===== src/rtl/ias_pkg.sv =====
// ---------------------------------------------------------------------------
// ias_pkg
// Shared definitions for the IAS-style accumulator core: instruction opcodes,
// the control state enumeration and the ALU operation select codes.
// Opcodes are kept as plain integers so the core can size them to whatever
// OPC_W it is built with.
// ---------------------------------------------------------------------------
package ias_pkg;

    localparam int unsigned OP_HALT      = 32'h00;
    localparam int unsigned OP_LOAD      = 32'h01;
    localparam int unsigned OP_LOAD_NEG  = 32'h02;
    localparam int unsigned OP_ADD       = 32'h05;
    localparam int unsigned OP_SUB       = 32'h06;
    localparam int unsigned OP_STOR      = 32'h21;
    localparam int unsigned OP_JUMP_L    = 32'h0D;
    localparam int unsigned OP_JUMP_R    = 32'h0E;
    localparam int unsigned OP_JUMPP_L   = 32'h0F;
    localparam int unsigned OP_JUMPP_R   = 32'h10;

    typedef enum logic [1:0] {
        ST_FETCH   = 2'd0,
        ST_EXEC    = 2'd1,
        ST_LOAD_IR = 2'd2,
        ST_HALT    = 2'd3
    } state_t;

    typedef enum logic [1:0] {
        ALU_LOAD = 2'd0,
        ALU_NEG  = 2'd1,
        ALU_ADD  = 2'd2,
        ALU_SUB  = 2'd3
    } alu_op_t;

endpackage


===== src/rtl/ias_alu.sv =====
// ---------------------------------------------------------------------------
// ias_alu
// Combinational accumulator ALU: produces the new accumulator value for the
// memory-operand instructions. All results wrap modulo 2^WORD_W.
//   op  : ALU_LOAD / ALU_NEG / ALU_ADD / ALU_SUB select
//   ac  : current accumulator
//   m   : memory operand (read data)
//   res : new accumulator value
// ---------------------------------------------------------------------------
module ias_alu
    import ias_pkg::*;
#(
    parameter int WORD_W = 40
) (
    input  logic [1:0]        op,
    input  logic [WORD_W-1:0] ac,
    input  logic [WORD_W-1:0] m,
    output logic [WORD_W-1:0] res
);

    logic signed [WORD_W-1:0] ac_s;
    logic signed [WORD_W-1:0] m_s;
    logic signed [WORD_W-1:0] res_s;

    assign ac_s = signed'(ac);
    assign m_s  = signed'(m);

    always_comb begin
        res_s = m_s;
        case (op)
            ALU_LOAD: res_s = m_s;
            ALU_NEG:  res_s = -m_s;
            ALU_ADD:  res_s = ac_s + m_s;
            ALU_SUB:  res_s = ac_s - m_s;
            default:  res_s = m_s;
        endcase
    end

    assign res = unsigned'(res_s);

endmodule


===== src/rtl/ias_core_p.sv =====
// ---------------------------------------------------------------------------
// ias_core_p
// Multi-cycle IAS-style accumulator processor. Each memory word carries two
// instructions (left in the upper half, right in the lower half); the right
// one is parked in IBR and executed after the left without a second fetch.
//   clk, rst              : clock (rising edge), asynchronous active-high reset
//   mem_req/mem_we        : memory request, 1=write 0=read
//   mem_addr/mem_wdata    : transaction address and write data
//   mem_ack/mem_rdata     : transaction completes this cycle, read data
//   halted                : core has executed HALT
//   pc, ac                : architectural program counter and accumulator
// ---------------------------------------------------------------------------
module ias_core_p
    import ias_pkg::*;
#(
    parameter int WORD_W = 40,
    parameter int ADDR_W = 12,
    parameter int OPC_W  = 8
) (
    input  logic              clk,
    input  logic              rst,
    output logic              mem_req,
    output logic              mem_we,
    output logic [ADDR_W-1:0] mem_addr,
    output logic [WORD_W-1:0] mem_wdata,
    input  logic              mem_ack,
    input  logic [WORD_W-1:0] mem_rdata,
    output logic              halted,
    output logic [ADDR_W-1:0] pc,
    output logic [WORD_W-1:0] ac
);

    localparam int HALF_W = WORD_W / 2;

    generate
        if (WORD_W != 2 * (OPC_W + ADDR_W)) begin : g_bad_width
            $error("ias_core_p: WORD_W must equal 2*(OPC_W+ADDR_W)");
        end
    endgenerate

    state_t state, state_nx;

    logic [ADDR_W-1:0] pc_q;
    logic [ADDR_W-1:0] mar_q;
    logic [OPC_W-1:0]  ir_q;
    logic [WORD_W-1:0] ac_q;
    logic [WORD_W-1:0] mbr_q;
    logic [HALF_W-1:0] ibr_q;
    logic              ibr_valid;
    logic              start_right;

    // Instruction decode of IR
    logic       is_mem_rd;
    logic       is_stor;
    logic       is_jump;
    logic       jump_right;
    logic       jump_cond;
    logic       is_halt;
    logic [1:0] alu_op;
    logic       jump_taken;
    logic       exec_done;

    logic [WORD_W-1:0] alu_res;
    logic [HALF_W-1:0] rd_left;
    logic [HALF_W-1:0] rd_right;
    logic [HALF_W-1:0] fetch_half;

    // MBR is architectural state (visible in waveforms) that nothing inside
    // the core consumes.
    logic unused_mbr;
    assign unused_mbr = ^mbr_q;

    assign rd_left    = mem_rdata[WORD_W-1:HALF_W];
    assign rd_right   = mem_rdata[HALF_W-1:0];
    // After a taken right-variant jump the fetched word starts at its right half.
    assign fetch_half = start_right ? rd_right : rd_left;

    always_comb begin
        is_mem_rd  = 1'b0;
        is_stor    = 1'b0;
        is_jump    = 1'b0;
        jump_right = 1'b0;
        jump_cond  = 1'b0;
        is_halt    = 1'b0;
        alu_op     = ALU_LOAD;
        case (ir_q)
            OPC_W'(OP_LOAD):     begin is_mem_rd = 1'b1; alu_op = ALU_LOAD; end
            OPC_W'(OP_LOAD_NEG): begin is_mem_rd = 1'b1; alu_op = ALU_NEG;  end
            OPC_W'(OP_ADD):      begin is_mem_rd = 1'b1; alu_op = ALU_ADD;  end
            OPC_W'(OP_SUB):      begin is_mem_rd = 1'b1; alu_op = ALU_SUB;  end
            OPC_W'(OP_STOR):     is_stor = 1'b1;
            OPC_W'(OP_JUMP_L):   is_jump = 1'b1;
            OPC_W'(OP_JUMP_R):   begin is_jump = 1'b1; jump_right = 1'b1; end
            OPC_W'(OP_JUMPP_L):  begin is_jump = 1'b1; jump_cond = 1'b1; end
            OPC_W'(OP_JUMPP_R):  begin is_jump = 1'b1; jump_cond = 1'b1; jump_right = 1'b1; end
            OPC_W'(OP_HALT):     is_halt = 1'b1;
            default: ;
        endcase
    end

    // A conditional jump with a negative accumulator falls through like a NOP.
    assign jump_taken = is_jump && (!jump_cond || !ac_q[WORD_W-1]);
    assign exec_done  = !(is_mem_rd || is_stor) || mem_ack;

    ias_alu #(.WORD_W(WORD_W)) u_alu (
        .op  (alu_op),
        .ac  (ac_q),
        .m   (mem_rdata),
        .res (alu_res)
    );

    // State register
    always_ff @(posedge clk or posedge rst) begin
        if (rst) begin
            state <= ST_FETCH;
        end else begin
            state <= state_nx;
        end
    end

    // Next-state logic
    always_comb begin
        state_nx = state;
        case (state)
            ST_FETCH: begin
                if (mem_ack) state_nx = ST_EXEC;
            end
            ST_EXEC: begin
                if (exec_done) begin
                    if (is_halt)         state_nx = ST_HALT;
                    else if (jump_taken) state_nx = ST_FETCH;
                    else if (ibr_valid)  state_nx = ST_LOAD_IR;
                    else                 state_nx = ST_FETCH;
                end
            end
            ST_LOAD_IR: state_nx = ST_EXEC;
            ST_HALT:    state_nx = ST_HALT;
            default:    state_nx = ST_FETCH;
        endcase
    end

    // Output logic. Everything is a function of registered state, so request
    // signals hold steady while a transaction waits; rst forces them low at once.
    always_comb begin
        mem_req   = 1'b0;
        mem_we    = 1'b0;
        mem_addr  = '0;
        mem_wdata = '0;
        halted    = 1'b0;
        if (!rst) begin
            case (state)
                ST_FETCH: begin
                    mem_req  = 1'b1;
                    mem_addr = pc_q;
                end
                ST_EXEC: begin
                    if (is_mem_rd) begin
                        mem_req  = 1'b1;
                        mem_addr = mar_q;
                    end else if (is_stor) begin
                        mem_req   = 1'b1;
                        mem_we    = 1'b1;
                        mem_addr  = mar_q;
                        mem_wdata = ac_q;
                    end
                end
                ST_HALT: halted = 1'b1;
                default: ;
            endcase
        end
    end

    // Architectural registers
    always_ff @(posedge clk or posedge rst) begin
        if (rst) begin
            pc_q        <= '0;
            ac_q        <= '0;
            ir_q        <= '0;
            mar_q       <= '0;
            mbr_q       <= '0;
            ibr_q       <= '0;
            ibr_valid   <= 1'b0;
            start_right <= 1'b0;
        end else begin
            case (state)
                ST_FETCH: begin
                    if (mem_ack) begin
                        mbr_q <= mem_rdata;
                        ir_q  <= fetch_half[HALF_W-1 -: OPC_W];
                        mar_q <= fetch_half[ADDR_W-1:0];
                        if (start_right) begin
                            ibr_valid   <= 1'b0;
                            pc_q        <= pc_q + ADDR_W'(1);
                            start_right <= 1'b0;
                        end else begin
                            ibr_q     <= rd_right;
                            ibr_valid <= 1'b1;
                        end
                    end
                end
                ST_EXEC: begin
                    if (is_mem_rd && mem_ack) begin
                        mbr_q <= mem_rdata;
                        ac_q  <= alu_res;
                    end
                    if (jump_taken) begin
                        pc_q        <= mar_q;
                        ibr_valid   <= 1'b0;
                        start_right <= jump_right;
                    end
                end
                ST_LOAD_IR: begin
                    ir_q      <= ibr_q[HALF_W-1 -: OPC_W];
                    mar_q     <= ibr_q[ADDR_W-1:0];
                    ibr_valid <= 1'b0;
                    pc_q      <= pc_q + ADDR_W'(1);
                end
                default: ;
            endcase
        end
    end

    assign pc = pc_q;
    assign ac = ac_q;

endmodule

===== config.mk =====
export PLATFORM = sky130hd
export DESIGN_NAME = ias_core_p
export DESIGN_NICKNAME = d
export VERILOG_FILES = /design/src/rtl/ias_pkg.sv /design/src/rtl/ias_alu.sv /design/src/rtl/ias_core_p.sv
export SDC_FILE = /design/constraint.sdc
export NUM_CORES = 1
export LEC_CHECK = 0
export CAP_MARGIN = 20
export CORE_AREA = 2 2 152 154
export CTS_CLUSTER_SIZE = 28
export DETAILED_ROUTE_END_ITERATION = 7
export DIE_AREA = 0 0 154 156
export PLACE_DENSITY_LB_ADDON = 0.15
export SLEW_MARGIN = 30
export SYNTH_ARGS = -nofsm -noshare
export SYNTH_HDL_FRONTEND = slang
export SYNTH_SLANG_ARGS = --single-unit
export TNS_END_PERCENT = 10

===== constraint.sdc =====
create_clock -name clk -period 12.1 [get_ports clk]
set_input_delay 2.42 -clock clk [delete_from_list [all_inputs] [get_ports clk]]
set_output_delay 2.42 -clock clk [all_outputs]
set_load 0.01 [all_outputs]

Word-level counts from Yosys, hierarchy flattened:

Cells that the tools add are included.

* register bits: 96
* output and inout bits: 107
* word-level logic and storage cells: 104

* equal/unequal tests: 19
* bitwise logic cells: 1
* reduce and logical (&&, ||, !) cells: 25
* mux-type cells: 47
* add/sub/neg operators: 4

Operators with widths (number)
* 2-to-1 mux 40 bit: 4
* one-hot mux 40 bit (4 select lines): 1
* 2-to-1 mux 12 bit: 7
* one-hot mux 12 bit (2 select lines): 2
* adder 40 bit: 1
* negator 40 bit: 1
* subtractor 40 bit: 1
* one-hot mux 12 bit (3 select lines): 1
* == test 8 x 4 -> 1 bit, second input constant: 3
* 2-to-1 mux 20 bit: 1
* 2-to-1 mux 1 bit: 19
* == test 8 x 3 -> 1 bit, second input constant: 2
* one-hot mux 8 bit (2 select lines): 1
* adder 12 x 1 -> 12 bit, second input constant: 1
* 2-to-1 mux 2 bit: 5
* AND reduction 3 bit: 3
* == test 2 bit, second input constant: 4
* == test 8 x 1 -> 1 bit, second input constant: 1
* == test 8 x 2 -> 1 bit, second input constant: 1
* == test 8 x 5 -> 1 bit, second input constant: 1
* == test 8 x 6 -> 1 bit, second input constant: 1
* zero test 8 bit: 1
* 2-to-1 mux 8 bit: 1
* inequality test 2 bit, second input constant: 4
* 16 further kinds: 29

Logic depth before layout (Yosys ltp):

Gate-level depths: netlist of the first run.

* depth after elaboration: 10
* depth in mapped cells: 19

Modules after synthesis:

From an unflattened synthesis of the first run, not the netlist that was laid out.

* cell total of the unflattened synthesis: 1095
* area, all modules: 9107.5 um^2

By module, submodules not included
* ias_core_p: seq. area each 2402.3 um^2, area an instance 5157.4 um^2, times used 1, cells an instance 492
* ias_alu: seq. area each 0.0 um^2, area an instance 3950.0 um^2, times used 1, cells an instance 603

Least setup slack after synthesis of the first run:

Ideal clock, no wire load.

* path kind: input-to-output
* start point: input rst
* end point: output mem_addr[10]
* cell stages on the path: 4
* data arrival time: 5520 ps
* path buffers: 1
* path slack: 4160 ps
* data required time: 9680 ps
* cells stage by stage: inv_1 o21ai_0 clkbuf_1 nor2_1

* cells in the longest elaborated chain, start to end: 1

Ends and longest elaborated chain
* start, declared: RTL line ias_core_p.sv:21 `input logic rst,`
* 2-to-1 mux 12 bit: RTL line ias_core_p.sv:150 `if (!rst) begin`
* end, declared: RTL line ias_core_p.sv:24 `output logic [ADDR_W-1:0] mem_addr,`

Every way passes these cells.

Worst setup path after layout of the first run:

* start point: input mem_rdata[3]
* end point: register ac_q[37] (netlist: ac[37])

* cells in the longest elaborated chain, start to end: 2

Ends and longest elaborated chain
* start, declared: RTL line ias_core_p.sv:27 `input logic [WORD_W-1:0] mem_rdata,`
* subtractor 40 bit, or another cell as far along: RTL line ias_alu.sv:34 `ALU_SUB: res_s = ac_s - m_s;`
* one-hot mux 40 bit (4 select lines) *: RTL line ias_alu.sv:30 `case (op)`
* end signal, assigned: RTL line ias_core_p.sv:204 `ac_q <= alu_res;`
* end, declared: RTL line ias_core_p.sv:46 `logic [WORD_W-1:0] ac_q;`

Every way passes the cells marked *; elsewhere a longest branch is shown, timed or not.
A chain may end at the register's enable or synchronous reset.

==> out/results.ini, run 1 <==
[run_status]
status=completed

[clocking]
ctsResizeCount=0
cts_tree=built
cts_root_buf=clkbuf_16
clk_latency_ns=0.36
clock-sinks=96
numCtsBuffers=9
clkTransAtPathRegs_ns=0.07
clockBufferDepth=2
cts_setup_buffers=0
htreeDepth=3
ctsHoldBuffers=0

[grt]
grt_pass1_wl_mm=47.1
grt_pass1_vias=8594
grt_overflow=0
grt_usage_pct=24.8
grt_max_degree=70
antenna_found_initial=1

[sta]
slew_headroom_pct=35.5
fin_crit_ns=7.89
grt_setup_unrepaired=no
maxSlewViolCount=0
tns_ns=0
hold_viol=0
setup_ws_ns=4.21
whs_ns=0.491
tightest_slew_ns=0.965
setup_viol=0
finalCritPeriodShare_pct=65.2
fmax_mhz=127
skew_ns=0.0115

[die]
die_h_microns=156
die_w_microns=154
initial_core_util_pct=39.7
row_count=55
boundaryPins=150
dieArea_sq_um=24000
core_area_sq_um=22400

[critical_path]
critPathRequiredTime_ns=12.38
startpoint_type=input pin
worstPathArrival_ns=8.16
cp_max_fo=9
path_class=input pin to flip-flop
cp-end-kind=flip-flop

[logic_synthesis]
yosysMostFrequentCell=o21ai_0
syn-num-nets=1263
avgSynthCellArea_sq_um=7.56
yosysSeqAreaShare_pct=27.1
syn_area_sq_um=8870
ys_warn_count=0
synth_edf_count=0
ys.flop_type=dfrtp_1
synthCells=1174
synthArstFlopShare_pct=100
yosys-top-cells-area=dfrtp_1 (27%), o21ai_0 (7.5%), ha_1 (6.3%)
synth_common_cells=o21ai_0 (133), nand2_1 (132), nor2_1 (128)
post-synth-top-area-cell=dfrtp_1
ys_types=68
synth_top_area_share_pct=27.1
synth_seq_cells=96

[finish]
syn2layout_area_growth_pct=22.3
finish.utilization_pct=48.5
drive_above_1_share_pct=6.14
nNetsFinal=1355
insertedDiodeCount=0

[run]
maxCapViolCount=0

[route]
ant_nets=0
drc=0
drt_iter0_drc=648
wl_mm=30.0
via_per_inst=5.77
num_vias=8984
drt-pass1-iter-count=5
avgRoutedWirePerCell_microns=19.3

[placement]
dp.final_hpwl_mm=22.1
io_buffers=149
place_ws_ns=3.98
gp_congestion=0.914

[hold_path]
hp-class=flip-flop to flip-flop

[power_and_ir_drop]
p_leak_uw=0.00438
irDropWorstVdd_uv=83.4
p_total_uw=2310
power_density_nw_per_um2=213

## critical path: stages
cell	delay, ns
clkdlybuf4s50_1	0.58
nor4_4	0.52
nand3b_1	0.35
or2_2	0.43
nor3_1	0.32
nor3b_1	0.36
nor2_1	0.09
xnor2_1	0.14
ha_1	0.37
a21oi_1	0.28
nor2_1	0.08
a2111oi_0	0.74
o31ai_1	0.17
o21ai_0	0.33
a21oi_1	0.20
o21a_1	0.24
or3_1	0.34
a31oi_1	0.18
## cell type report
type | count | area, sq um
clock buffers | 10 | 239
clock inverters | 6 | 66.3
fillers | 2234 | 11500
inverters | 20 | 77.6
multi-input cells | 975 | 6100
flip-flops and latches | 96 | 2400
well taps | 285 | 357
repair buffers | 164 | 1610
## metrics by stage
step / cell area (sq um) / std cells
after global placement: 10500 / 1540
final: 10900 / 1556
after CTS: 10800 / 1556
after floorplan: 8870 / 1174
after detailed placement: 10500 / 1540
after global routing: 10900 / 1556
## cells by family (layout without fill, tap and decap cells)
group	Yosys count	after routing	synth area share, %
buffers and inverters	103	200	4.54
muxes	44	44	5.23
and+or+nand+nor	445	445	24.3
adders and majority gates	46	46	6.57
DFF	96	96	27.1
xor gates and xnor gates	75	75	7.49
AOI/OAI and AO/OA	365	365	24.8
## layer usage
metal  wire length, microns  vias to the layer above  GRT usage [%]  share of wire [%]
li1                       -                     4406              -                  -
met2                  13400                      352           39.7                 45
met3                   1960                       53           2.75                6.5
met1                  13800                     4171           35.0                 46
met4                    826                        2           8.14                2.8
met5                     11                        -              0              0.037
## state kept, by name, indices dropped and copies added, names as in the netlist
name and cells:
ibr_valid 1, pc 12, ibr_q 20, ac 40, mar_q 12, ir_q 8
start_right 1, state 2
## cells in the final DEF (no fill, tap or decap), types with 18 or more instances in the layout
cell type,instances
ha_1,45
inv_1,19
xor2_1,35
mux2i_1,24
dfrtp_1,96
a21o_1,18
and2_1,42
nand2_1,132
xnor2_1,39
clkdlybuf4s50_1,149
nor3_1,31
o21ai_0,133
a21oi_1,101
nor2_1,128
mux2_2,19
## power by group
part | internal (uW) | switching (uW)
Combinational | 598 | 775
Clock | 167 | 145
Sequential | 467 | 155
## worst paths after layout
check | from | to | slack, ns | depth (start not counted)
setup / recovery | mem_rdata[3] | ac[37] | 4.21 | 18
hold / removal | ibr_q[1] | ibr_q[1] | 0.49 | 2
setup reg to reg | ir_q[7] | ac[37] | 6.73 | 16
hold reg to reg | ibr_q[1] | ibr_q[1] | 0.49 | 2
max in group asynchronous | rst | pc[4] | 8.52 | 3
min in group asynchronous | rst | mar_q[9] | 2.62 | 2
(Power assumes the default switching activity.)
==> run 2, diff against run 1 <==
==> constraint.sdc (replaced) <==
create_clock -name clk -period 6.8 [get_ports clk]
set_input_delay 1.36 -clock clk [delete_from_list [all_inputs] [get_ports clk]]
set_output_delay 1.36 -clock clk [all_outputs]
set_load 0.01 [all_outputs]
==> run 2 against run 1 <==
Effect of this change:
- clock skew down 0.0021 ns
- utilization up 0.59 points
- hold slack better by 0.011 ns
- critical endpoint unchanged
- highest routed layer unchanged
- combinational power up 80%
- global-route usage up 0.75 points
- critical path depth up 1
==> out/results.ini, run 2 (same netlist as run 1, synthesis figures left out) <==
[clocking]
clk_latency_ns=0.37
cts_root_buf=clkbuf_16
cts_tree=built
clock-sinks=96
ctsHoldBuffers=0
ctsResizeCount=0
clockBufferDepth=2
clkTransAtPathRegs_ns=0.08
cts_setup_buffers=0
numCtsBuffers=9
htreeDepth=3

[grt]
grt_max_degree=54
grt_overflow=0
grt_pass1_vias=8584
antenna_found_initial=1
grt_pass1_wl_mm=48.1
grt_usage_pct=25.6

[sta]
fmax_mhz=160
fin_crit_ns=6.26
slew_headroom_pct=41.3
grt_setup_unrepaired=no
maxSlewViolCount=0
tightest_slew_ns=0.859
finalCritPeriodShare_pct=92.1
hold_viol=0
setup_viol=0
tns_ns=0
skew_ns=0.00945

[power_and_ir_drop]
irDropWorstVdd_uv=196
p_sw_uw=1930
p_seq_share_pct=27.1
switching_share_pct=47.1
clkPwrFrac_pct=13.1
power_density_nw_per_um2=374
p_total_uw=4110
p_leak_uw=0.00447
power.share.combinational_pct=59.8
p_int_uw=2170

[finish]
insertedDiodeCount=0
fillerInstances=2196
largest_register_ffs=40
nNetsFinal=1375
layout_common_cells=clkdlybuf4s50_1 (149), o21ai_0 (133), nand2_1 (131)
syn2layout_area_growth_pct=23.8
drive_above_1_share_pct=7.59
finish.utilization_pct=49.1
final_common_cell=clkdlybuf4s50_1

[placement]
dp.final_hpwl_mm=23.0
io_buffers=149
gp_congestion=0.922

[hold_path]
hold_end=ibr_q[1]
hp-start=ibr_q[1]
worstHoldPathCells=2
hp-class=flip-flop to flip-flop

[route]
avgRoutedWirePerCell_microns=19.6
num_vias=9158
drt_iter0_drc=673
wl_mm=30.9
drc=0
ant_nets=0
drt-pass1-iter-count=7
via_per_inst=5.81

[die]
die_w_microns=154
row_count=55
core_area_sq_um=22400
boundaryPins=150
initial_core_util_pct=39.7
dieArea_sq_um=24000
die_h_microns=156

[critical_path]
worstPathArrival_ns=6.56
cp_max_fo=8
startpoint_type=input pin
worst-r2r-cell-count=16
reg2reg_from=ir_q[7]
path_class=input pin to flip-flop
path_cells=clkdlybuf4s50_1, nor4_2, nand3b_1, or2_2, nor3_1, nor3b_1, nor2_1, xnor2_1, ha_1, a21oi_1, nor2_1, a2111oi_0, buf_4, o31ai_1, o21ai_0, a21oi_1, o21a_1, or3_1, a31oi_1
timing.rr.end=ac[37]
max_stage_delay_ns=0.55
cp-end-kind=flip-flop
path_buf_inv=2
cp_top_family=simple AND/OR/NAND/NOR gates
rrSetupSlack_ns=1.82
critPathSlowestCell=clkdlybuf4s50_1
critPathRequiredTime_ns=7.10

[run_status]
status=completed

[run]
maxCapViolCount=0

==> run 2: cell type report <==
cell class	instances	area (sq um)	area share (%)
multi-input cells	975	6090	55.5
flip-flops and latches	96	2400	21.9
repair buffers	184	1750	16.0
well taps	285	357	3.25
clock buffers	10	239	2.18
inverters	20	77.6	0.706
clock inverters	6	60.1	0.547
==> run 2: how the worst max path moves through the flow <==
stage / start / end / slack, ns / cells past startpoint
3_3_place_gp: mem_rdata[8] / ac[37] / 0.34 / 19
6_report: mem_rdata[8] / ac[37] / 0.54 / 19
3_5_place_dp: mem_rdata[8] / ac[37] / 0.25 / 19
4_1_cts: mem_rdata[0] / ac[37] / 0.62 / 21
2_1_floorplan: rst / mem_addr[10] / 0.98 / 4
5_1_grt: mem_rdata[0] / ac[37] / 0.16 / 21
==> run 2: routing by layer <==
metal | GRT usage, % | vias to the layer above | part of all wire, %
li1 | - | 4447 | -
met1 | 34.7 | 4322 | 45
met5 | 0 | - | 0.045
met2 | 42.0 | 348 | 46
met3 | 3.28 | 39 | 6.2
met4 | 8.81 | 2 | 2.5
==> run 2: per-stage QoR <==
step | cells | area [sq um] | hold slack (ns) | worst slack [ns]
2_1_floorplan | 1174 | 8870 | 0.450 | 0.980
3_3_place_gp | 1560 | 10700 | 0.486 | 0.345
3_5_place_dp | 1560 | 10700 | 0.483 | 0.249
4_1_cts | 1576 | 11000 | 0.503 | 0.624
5_1_grt | 1576 | 11000 | 0.517 | 0.156
6_report | 1576 | 11000 | 0.502 | 0.538
==> run 2: worst reg2reg max path, delay by kind of cell, from the launching register on <==
family | cells | cell delay, ns
buffers and inverters | 1 | 0.19
XOR/XNOR | 1 | 0.28
flip-flops | 1 | 0.41
AND/OR/NAND/NOR | 5 | 2.01
AO/OA/AOI/OAI | 8 | 1.66
adder cells (fa/ha/maj) | 1 | 0.37
==> run 2: power groups by stage <==
stage                     sequential (uW)  clock [uW]  combinational [uW]
after detailed placement             1120           0                2420
after CTS                            1110         548                2440
after global placement               1120           0                2420
after global routing                 1160         571                2720
after floorplan                      1080           0                1630
final                                1110         537                2460
==> run 3, diff against run 2 <==
--- a/config.mk
+++ b/config.mk
@@ -10,7 +10,7 @@
 export CTS_CLUSTER_SIZE = 28
 export DETAILED_ROUTE_END_ITERATION = 7
 export DIE_AREA = 0 0 154 156
-export PLACE_DENSITY_LB_ADDON = 0.15
+export PLACE_DENSITY = 0.74
 export SLEW_MARGIN = 30
 export SYNTH_ARGS = -nofsm -noshare
 export SYNTH_HDL_FRONTEND = slang
==> run 3 against run 2 <==
Effect of this change:
- non-clock buffer count fell by 1
- fmax is 4.0% lower
- setup slack worse by 0.26 ns
- first-iteration DRC count grew 16%
- final cell count about the same
- die area stayed put
- utilization is 0.084 points lower
- total power is 1.3% higher
- register-to-register slack got worse by 0.04 ns
==> out/results.ini, run 3 (same netlist as run 1, synthesis figures left out) <==
[sta]
tightest_slew_ns=0.978
finalCritPeriodShare_pct=95.9
slew_headroom_pct=34.8
tns_ns=0
grt_setup_unrepaired=no
maxSlewViolCount=0
fin_crit_ns=6.52
setup_viol=0
fmax_mhz=153
skew_ns=0.00841
hold_viol=0

[grt]
grt_pass1_wl_mm=49.1
grt_max_degree=65
antenna_found_initial=0
grt_usage_pct=25.9
grt_pass1_vias=8771
grt_overflow=0

[critical_path]
cp-end-kind=flip-flop
cp_top_family=simple AND/OR/NAND/NOR gates
worstPathArrival_ns=6.81
critPathSlowestCell=nor4_1
path_cells=clkdlybuf4s50_1, nor4_1, nand2_1, or2_2, nor3_1, nor3b_1, nor2_1, xnor2_1, ha_1, a21oi_1, nor2_1, a2111oi_0, buf_4, o31ai_1, o21ai_0, a21oi_1, o21a_1, or3_1, a31oi_1
worst-r2r-cell-count=15
cp_num_cells=19
path_class=input pin to flip-flop
cp_max_fo=6
max_stage_delay_ns=0.70
path_buf_inv=2
critPathRequiredTime_ns=7.08
startpoint_type=input pin

[placement]
io_buffers=149
dp.final_hpwl_mm=23.6
gp_congestion=0.959

[die]
initial_core_util_pct=39.7
core_area_sq_um=22400
die_h_microns=156
dieArea_sq_um=24000
boundaryPins=150
row_count=55
die_w_microns=154

[finish]
nNetsFinal=1374
largest_register_ffs=40
drive_above_1_share_pct=7.52
layout_common_cells=clkdlybuf4s50_1 (149), o21ai_0 (133), nand2_1 (131)
insertedDiodeCount=0
syn2layout_area_growth_pct=23.6
final_common_cell=clkdlybuf4s50_1

[clocking]
clk_latency_ns=0.36
ctsResizeCount=0
numCtsBuffers=9
clockBufferDepth=2
htreeDepth=3
cts_setup_buffers=0
cts_root_buf=clkbuf_16
clkTransAtPathRegs_ns=0.07
ctsHoldBuffers=0
cts_tree=built
clock-sinks=96

[hold_path]
hp-class=flip-flop to flip-flop
worstHoldPathCells=2

[run_status]
status=completed

[power_and_ir_drop]
irDropWorstVdd_uv=153
p_leak_uw=0.00446
power_density_nw_per_um2=379
p_total_uw=4160

[route]
num_vias=9407
wl_mm=31.4
via_per_inst=5.97
drc=0
drt_iter0_drc=781
avgRoutedWirePerCell_microns=19.9
drt-pass1-iter-count=8
ant_nets=0

[run]
maxCapViolCount=0

[run 3: path summary, 6_finish.rpt]
check,start,endpoint,slack [ns]
max in group asynchronous,rst,ac[4],4.06
hold / removal,ibr_q[1],ibr_q[1],0.49
setup / recovery,mem_rdata[14],ac[37],0.28
min in group asynchronous,rst,state[0],1.49
setup reg to reg,ir_q[7],ac[37],1.78
hold reg to reg,ibr_q[1],ibr_q[1],0.49
[run 3: through the flow]
step / setup WS (ns) / hold WS [ns] / cells / utilization [%] / area, sq um
floorplan: 0.980 / 0.450 / 1174 / - / 8870
CTS: 0.491 / 0.491 / 1575 / 49.0 / 11000
global route: 0.191 / 0.513 / 1575 / 49.0 / 11000
finish: 0.276 / 0.490 / 1575 / 49.0 / 11000
global placement: 0.295 / 0.479 / 1559 / 47.7 / 10700
detailed placement: 0.137 / 0.474 / 1559 / 47.7 / 10700
[run 3: cell type report]
class                   instances  area (sq um)
fillers                      2149         11400
multi-input cells             975          6090
flip-flops and latches         96          2400
repair buffers                183          1750
well taps                     285           357
clock buffers                   9           225
inverters                      20          77.6
clock inverters                 7          61.3
[run 3: worst register-to-register path, delay by kind of cell, from the launching register on]
family	cells	cell delay [ns]
adders and majority gates	1	0.43
xor gates and xnor gates	1	0.31
DFF	1	0.41
and+or+nand+nor	5	1.97
AOI/OAI and AO/OA	8	1.81
[run 3: layer usage]
layer	up-vias	wire, microns	part of all wire [%]	track usage, %
met3	61	3010	9.6	5.94
met5	-	0	0	0
li1	4441	-	-	-
met1	4430	13700	43	36.2
met2	475	13900	44	39.9
met4	0	816	2.6	7.92
[run 3: where the power goes]
part	switching (uW)	total (uW)	internal, uW
clock	259	514	255
sequential	309	1140	831
combinational	1420	2510	1080
total	1990	4160	2170
